File: config.mk
export PLATFORM = sky130hd
export DESIGN_NAME = mips_trace_buffer_flat
export DESIGN_NICKNAME = d
export VERILOG_FILES = /design/src/rtl/mips_trace_buffer_if.sv /design/src/rtl/mips_trace_buffer.sv /design/src/flat_wrapper.sv
export SDC_FILE = /design/constraint.sdc
export NUM_CORES = 2
export LEC_CHECK = 0
export ABC_AREA = 1
export BUFFER_PORTS_ARGS = -buffer_cell sky130_fd_sc_hd__buf_2
export CAP_MARGIN = 0
export CORE_MARGIN = 8
export CORE_UTILIZATION = 56
export CTS_BUF_LIST = sky130_fd_sc_hd__clkbuf_16
export DETAILED_ROUTE_END_ITERATION = 7
export PLACE_DENSITY = 0.76
export SLEW_MARGIN = 20
export SYNTH_ARGS = -nofsm -noshare
export SYNTH_HDL_FRONTEND = slang
export SYNTH_SLANG_ARGS = --single-unit
export TNS_END_PERCENT = 10
File: constraint.sdc
create_clock -name clk -period 8.08 [get_ports clk]
set_input_delay 0.404 -clock clk [delete_from_list [all_inputs] [get_ports clk]]
set_output_delay 0.404 -clock clk [all_outputs]
set_load 0.05 [all_outputs]
File: src/rtl/mips_trace_buffer_if.sv
// Probe and trace-drain bundle for mips_trace_buffer. The slave modport is the
// buffer itself; the master modport is the CPU probe driver plus the drain consumer.
interface mips_trace_buffer_if #(
  parameter int CYCLE_W = 16,
  parameter int LEVEL_W = 5,
  parameter int DROP_W  = 8
);
  logic               capture_en;
  logic [31:0]        pc_out;
  logic [31:0]        instruction;
  logic               RegWrite;
  logic [4:0]         write_register;
  logic [31:0]        write_data;
  logic               MemWrite;
  logic [31:0]        ALU_res;
  logic [31:0]        read_data2;
  logic               trace_ready;
  logic               trace_valid;
  logic [1:0]         trace_kind;
  logic [CYCLE_W-1:0] trace_cycle;
  logic [31:0]        trace_pc;
  logic [31:0]        trace_instr;
  logic [31:0]        trace_addr;
  logic [31:0]        trace_data;
  logic [LEVEL_W-1:0] level;
  logic [DROP_W-1:0]  drop_count;

  modport slave (
    input  capture_en, pc_out, instruction, RegWrite, write_register, write_data,
           MemWrite, ALU_res, read_data2, trace_ready,
    output trace_valid, trace_kind, trace_cycle, trace_pc, trace_instr,
           trace_addr, trace_data, level, drop_count
  );

  modport master (
    output capture_en, pc_out, instruction, RegWrite, write_register, write_data,
           MemWrite, ALU_res, read_data2, trace_ready,
    input  trace_valid, trace_kind, trace_cycle, trace_pc, trace_instr,
           trace_addr, trace_data, level, drop_count
  );
endinterface

File: src/rtl/mips_trace_buffer.sv
// Commit-trace capture FIFO: time-stamps qualifying register writes and stores
// from the MIPS core and presents them show-ahead on a valid/ready drain port.
module mips_trace_buffer #(
  parameter int DEPTH   = 16,
  parameter int CYCLE_W = 16,
  parameter int DROP_W  = 8
) (
  input  logic                  clk,
  input  logic                  reset,
  mips_trace_buffer_if.slave    bus
);
  localparam int PTR_W   = $clog2(DEPTH);
  localparam int LEVEL_W = PTR_W + 1;

  typedef struct packed {
    logic [1:0]         kind;
    logic [CYCLE_W-1:0] cycle;
    logic [31:0]        pc;
    logic [31:0]        instr;
    logic [31:0]        addr;
    logic [31:0]        data;
  } entry_t;

  entry_t             r_mem [DEPTH];
  logic [PTR_W:0]     r_wrPtr;
  logic [PTR_W:0]     r_rdPtr;
  logic [CYCLE_W-1:0] r_cycle;
  logic [DROP_W-1:0]  r_drop;

  logic               w_regQual;
  logic               w_memQual;
  logic               w_event;
  logic [LEVEL_W-1:0] w_level;
  logic               w_empty;
  logic               w_full;
  logic               w_pop;
  logic               w_push;
  entry_t             w_new;
  entry_t             w_head;

  // A write to $zero never counts; both strobes together encode ERR as kind 11.
  assign w_regQual = bus.capture_en && bus.RegWrite && (bus.write_register != 5'd0);
  assign w_memQual = bus.capture_en && bus.MemWrite;
  assign w_event   = w_regQual || w_memQual;

  assign w_level = r_wrPtr - r_rdPtr;
  assign w_empty = (w_level == '0);
  assign w_full  = (w_level == LEVEL_W'(DEPTH));
  assign w_pop   = !w_empty && bus.trace_ready;
  assign w_push  = w_event && (!w_full || w_pop);

  always_comb begin
    w_new       = '0;
    w_new.kind  = {w_memQual, w_regQual};
    w_new.cycle = r_cycle;
    w_new.pc    = bus.pc_out;
    w_new.instr = bus.instruction;
    if (w_regQual && !w_memQual) begin
      w_new.addr = {27'd0, bus.write_register};
      w_new.data = bus.write_data;
    end else if (w_memQual && !w_regQual) begin
      w_new.addr = bus.ALU_res;
      w_new.data = bus.read_data2;
    end else begin
      w_new.addr = bus.ALU_res;
      w_new.data = bus.write_data;
    end
  end

  always_ff @(posedge clk) begin
    if (w_push) begin
      r_mem[r_wrPtr[PTR_W-1:0]] <= w_new;
    end
  end

  always_ff @(posedge clk or posedge reset) begin
    if (reset) begin
      r_wrPtr <= '0;
      r_rdPtr <= '0;
      r_cycle <= '0;
      r_drop  <= '0;
    end else begin
      r_cycle <= r_cycle + 1'b1;
      if (w_push) begin
        r_wrPtr <= r_wrPtr + 1'b1;
      end
      if (w_pop) begin
        r_rdPtr <= r_rdPtr + 1'b1;
      end
      if (w_event && !w_push && (r_drop != '1)) begin
        r_drop <= r_drop + 1'b1;
      end
    end
  end

  // Empty pointers after reset force every trace field to zero without a clock.
  always_comb begin
    w_head          = r_mem[r_rdPtr[PTR_W-1:0]];
    bus.trace_valid = 1'b0;
    bus.trace_kind  = '0;
    bus.trace_cycle = '0;
    bus.trace_pc    = '0;
    bus.trace_instr = '0;
    bus.trace_addr  = '0;
    bus.trace_data  = '0;
    if (!w_empty) begin
      bus.trace_valid = 1'b1;
      bus.trace_kind  = w_head.kind;
      bus.trace_cycle = w_head.cycle;
      bus.trace_pc    = w_head.pc;
      bus.trace_instr = w_head.instr;
      bus.trace_addr  = w_head.addr;
      bus.trace_data  = w_head.data;
    end
  end

  assign bus.level      = w_level;
  assign bus.drop_count = r_drop;
endmodule

File: src/flat_wrapper.sv
// flat-port wrapper written by rule: the top's interface ports become plain ports
module mips_trace_buffer_flat 
#(
  parameter int DEPTH   = 16,
  parameter int CYCLE_W = 16,
  parameter int DROP_W  = 8
)
  (clk, reset, bus_capture_en, bus_pc_out, bus_instruction, bus_RegWrite, bus_write_register, bus_write_data, bus_MemWrite, bus_ALU_res, bus_read_data2, bus_trace_ready, bus_trace_valid, bus_trace_kind, bus_trace_cycle, bus_trace_pc, bus_trace_instr, bus_trace_addr, bus_trace_data, bus_level, bus_drop_count);
  mips_trace_buffer_if #(.CYCLE_W(CYCLE_W), .LEVEL_W(5), .DROP_W(DROP_W)) bus_i ();
  input  logic clk;
  input  logic reset;
  input wire logic [$bits(bus_i.capture_en)-1:0] bus_capture_en;
  input wire logic [$bits(bus_i.pc_out)-1:0] bus_pc_out;
  input wire logic [$bits(bus_i.instruction)-1:0] bus_instruction;
  input wire logic [$bits(bus_i.RegWrite)-1:0] bus_RegWrite;
  input wire logic [$bits(bus_i.write_register)-1:0] bus_write_register;
  input wire logic [$bits(bus_i.write_data)-1:0] bus_write_data;
  input wire logic [$bits(bus_i.MemWrite)-1:0] bus_MemWrite;
  input wire logic [$bits(bus_i.ALU_res)-1:0] bus_ALU_res;
  input wire logic [$bits(bus_i.read_data2)-1:0] bus_read_data2;
  input wire logic [$bits(bus_i.trace_ready)-1:0] bus_trace_ready;
  output wire logic [$bits(bus_i.trace_valid)-1:0] bus_trace_valid;
  output wire logic [$bits(bus_i.trace_kind)-1:0] bus_trace_kind;
  output wire logic [$bits(bus_i.trace_cycle)-1:0] bus_trace_cycle;
  output wire logic [$bits(bus_i.trace_pc)-1:0] bus_trace_pc;
  output wire logic [$bits(bus_i.trace_instr)-1:0] bus_trace_instr;
  output wire logic [$bits(bus_i.trace_addr)-1:0] bus_trace_addr;
  output wire logic [$bits(bus_i.trace_data)-1:0] bus_trace_data;
  output wire logic [$bits(bus_i.level)-1:0] bus_level;
  output wire logic [$bits(bus_i.drop_count)-1:0] bus_drop_count;
  assign bus_i.capture_en = bus_capture_en;
  assign bus_i.pc_out = bus_pc_out;
  assign bus_i.instruction = bus_instruction;
  assign bus_i.RegWrite = bus_RegWrite;
  assign bus_i.write_register = bus_write_register;
  assign bus_i.write_data = bus_write_data;
  assign bus_i.MemWrite = bus_MemWrite;
  assign bus_i.ALU_res = bus_ALU_res;
  assign bus_i.read_data2 = bus_read_data2;
  assign bus_i.trace_ready = bus_trace_ready;
  assign bus_trace_valid = bus_i.trace_valid;
  assign bus_trace_kind = bus_i.trace_kind;
  assign bus_trace_cycle = bus_i.trace_cycle;
  assign bus_trace_pc = bus_i.trace_pc;
  assign bus_trace_instr = bus_i.trace_instr;
  assign bus_trace_addr = bus_i.trace_addr;
  assign bus_trace_data = bus_i.trace_data;
  assign bus_level = bus_i.level;
  assign bus_drop_count = bus_i.drop_count;
  mips_trace_buffer #(.DEPTH(DEPTH), .CYCLE_W(CYCLE_W), .DROP_W(DROP_W)) u_core (.clk(clk), .reset(reset), .bus(bus_i));
endmodule
==> flow_metrics.tcl <==
set metrics [dict create \
    status "completed" \
    finClkSkew_ns 0.0417 \
    antenna_found_initial 6 \
    clkLatencyLatePin_ns 0.86 \
    postRouteAntennaNets 0 \
    route.detailed.drc 0 \
    p_leak_nw 38.8 \
    required_ns 7.68 \
    via_count 62700 \
    cp_max_fo 103 \
    cts_tree "done" \
    cp_top_family "buffers and inverters" \
    grtUsageTotal_pct 25.4 \
    worst_slack_ns 2.13 \
    whs_ns 0.0830 \
    peakVddDrop_uv 466 \
    syn-num-nets 7977 \
    start_util_pct 56.3 \
    fmax_mhz 168 \
    dieArea_um2 184000 \
    drive_above_1_share_pct 9.33 \
    hold_class "primary input to flip-flop" \
    path_buf_inv 4 \
    maxSlewViolCount 0 \
    synthesis.area_um2 95300 \
    pin_count 331 \
    ys_types 28 \
    stdcell_count 10400 \
    cp_slowest_stage_delay_ns 0.91 \
    cts_root_buffer "clkbuf_16" \
    fin_util_pct 62.8 \
    first_pass_iters 8 \
    portBuffers 330 \
    ys_seq_area_share_pct 74.5 \
    layout.nets 8183 \
    core_area_um2 169000 \
    timing.final.crit_share_pct 73.6 \
    dieHeight_um 429 \
    slew_headroom_pct 5.90 \
    critPathMostFrequentCell "nand3_1" \
    grt_pass1_wl_um 367000 \
    vias_per_cell 6.02 \
    synthCells 7794 \
    wl_per_cell_um 23.2 \
    setup_viol_count_final 0 \
    grt_overflow 0 \
    area_growth_pct 11.5 \
    grt_max_degree 262 \
    ys_warn_count 0 \
    cts_sinks 2370 \
    power.total_mw 41.4 \
    finalCriticalPeriod_ns 5.95 \
    crit_type "flip-flop to output pin" \
    rows 151 \
    place_ws_ns 2.69 \
    path_cells "buf_6 > buf_4 > buf_4 > nand2_1 > nand3_1 > nand3_1 > nand3_1 > nand3_1 > nor2_1 > buf_2" \
    drt_iter0_markers 8479 \
    cap_violations 0 \
    placedCellCount 9922 \
    crit_arrival_ns 5.55 \
    dieWidth_um 429 \
    avgSynthCellArea_um2 12.2 \
    tightest_slew_ns 1.41 \
    rsz0062_at_grt "no" \
    ctsResizeCount 0 \
    r2r_slack_ns 2.74 \
    power_per_cell_area_nw_per_um2 390 \
    drt_wl_total_um 241000 \
    cp-end-kind "output pin" \
    hold_viol 0 \
    cts_buffers 225 \
    clk_path_buf_depth 3 \
    slowest_stage "buf_4" \
    cts_max_level 4 \
    start_kind "flip-flop" \
    first_global_vias 61500 \
    dp_hpwl_um 119000 \
    cts.clk_slew.worst_paths_ns 0.07 \
    gp_congestion 0.776 \
    ys_ff_latch 2370 \
]
-- state kept, by name (all words and copies together), names as in the netlist --
signal                 cells
u_core.r_wrPtr             5
u_core.r_cycle            16
u_core.bus.drop_count      8
u_core.r_rdPtr             5
u_core.r_mem            2336
-- worst paths after layout --
| check | cells past startpoint | endpoint | from |
|---|---|---|---|
| min | 4 | u_core.r_mem[13][35] | bus_ALU_res[3] |
| max | 10 | bus_trace_addr[25] | u_core.r_rdPtr[0] |
| min in group asynchronous | 4 | u_core.bus.drop_count[6] | reset |
| min reg2reg | 2 | u_core.r_wrPtr[4] | u_core.r_wrPtr[4] |
| max in group asynchronous | 4 | u_core.r_rdPtr[2] | reset |
| max reg2reg | 12 | u_core.r_mem[11][92] | u_core.r_rdPtr[1] |
-- cells in the final DEF (no fill, tap or decap), types with 17 or more instances in the layout --
cell type,n
a22o_1,146
clkinv_2,41
nor2_4,18
dlygate4sd3_1,66
dfrtp_1,31
clkbuf_16,227
nand2_1,2672
buf_4,54
buf_2,330
nand3_1,1510
bufinv_16,20
edfxtp_1,2336
inv_1,111
xor2_1,17
clkinv_1,56
a21oi_1,294
buf_12,23
nor2_1,158
-- worst register-to-register path, cell delays in order, from the launching register on --
cell and delay (ns):
dfrtp_4 0.91, inv_8 0.45, fa_1 0.67, inv_1 0.08
nand2_1 0.06, nand2_1 0.11, nor2_2 0.06, nand3_2 0.12
nor2_2 0.15, nor2_2 0.34, nand2_1 0.30, nor2_4 0.71
buf_12 0.74
-- synth_stat cells --
| cell | count | area share, % |
|---|---|---|
| a21oi_1 | 294 | 1.5 |
| buf_6 | 5 | 0.059 |
| nand3_4 | 1 | 0.018 |
| nand3_2 | 1 | 0.011 |
| dfrtp_1 | 34 | 0.89 |
| nand3b_1 | 1 | 0.0079 |
| clkbuf_1 | 136 | 0.54 |
| nor2_1 | 175 | 0.69 |
| inv_2 | 2 | 0.0079 |
| o21ai_0 | 4 | 0.021 |
| buf_4 | 86 | 0.68 |
| buf_1 | 35 | 0.14 |
| nand2_1 | 2674 | 11 |
| clkinv_1 | 1 | 0.0039 |
| xnor2_1 | 5 | 0.046 |
| nand3_1 | 1511 | 7.9 |
| inv_4 | 1 | 0.0066 |
| o21ai_1 | 1 | 0.0052 |
| buf_2 | 238 | 1.2 |
| nor2_2 | 4 | 0.026 |
| fa_1 | 1 | 0.021 |
| nand4_1 | 11 | 0.072 |
| a22o_1 | 146 | 1.3 |
| inv_1 | 60 | 0.24 |
| nor3_1 | 3 | 0.016 |
| ha_1 | 11 | 0.14 |
| edfxtp_1 | 2336 | 74 |
| xor2_1 | 17 | 0.16 |
-- metal layers --
metal | track usage [%] | vias to the layer above | part of all wire, % | routed length [µm]
met3 | 4.38 | 434 | 9.3 | 22500
met5 | 0 | - | 0.024 | 57
met4 | 9.75 | 8 | 3.6 | 8740
met2 | 40.9 | 3478 | 47 | 115000
li1 | - | 28000 | - | -
met1 | 34.9 | 30700 | 40 | 95500
-- cells by family (layout without fill, tap and decap cells) --
logic type               Yosys count  after routing  synth area share (%)
AO/OA/AOI/OAI                    445            445                  2.91
XOR/XNOR                          22             22                 0.202
adder cells (fa/ha/maj)           12             12                 0.165
buffers and inverters            564            969                  2.91
flip-flops                      2370           2370                  74.5
other                              0              1                     0
AND/OR/NAND/NOR                 4381           4381                  19.3
-- area by class of cell --
type | instances | area, µm²
Antenna cell | 1 | 2.50
Clock buffer | 227 | 5680
Clock inverter | 199 | 1580
Fill cell | 12200 | 63000
Inverter | 64 | 284
Multi-Input combinational cell | 4860 | 21700
Sequential cell | 2370 | 71000
Tap cell | 2218 | 2780
Timing Repair Buffer | 479 | 3280
-- where the power goes --
| part | internal, mW | switching (mW) | total [mW] |
|---|---|---|---|
| sequential | 14.5 | 0.344 | 14.9 |
| combinational | 3.81 | 12.4 | 16.2 |
| clock | 5.75 | 4.55 | 10.3 |
| total | 24.1 | 17.3 | 41.4 |
-- repair_timing --
action                    4_1_cts  5_1_grt
setup buffers                   0        0
hold buffers                   66        0
hold endpoints to repair     1063        0
-- metrics by stage --
step | instance area, µm² | setup TNS [ns]
2_1_floorplan | 95300 | -2417.27
3_5_place_dp | 98300 | 0
4_1_cts | 106000 | 0
5_1_grt | 106000 | 0
6_report | 106000 | 0
3_3_place_gp | 98300 | 0
(Power assumes the default switching activity.)
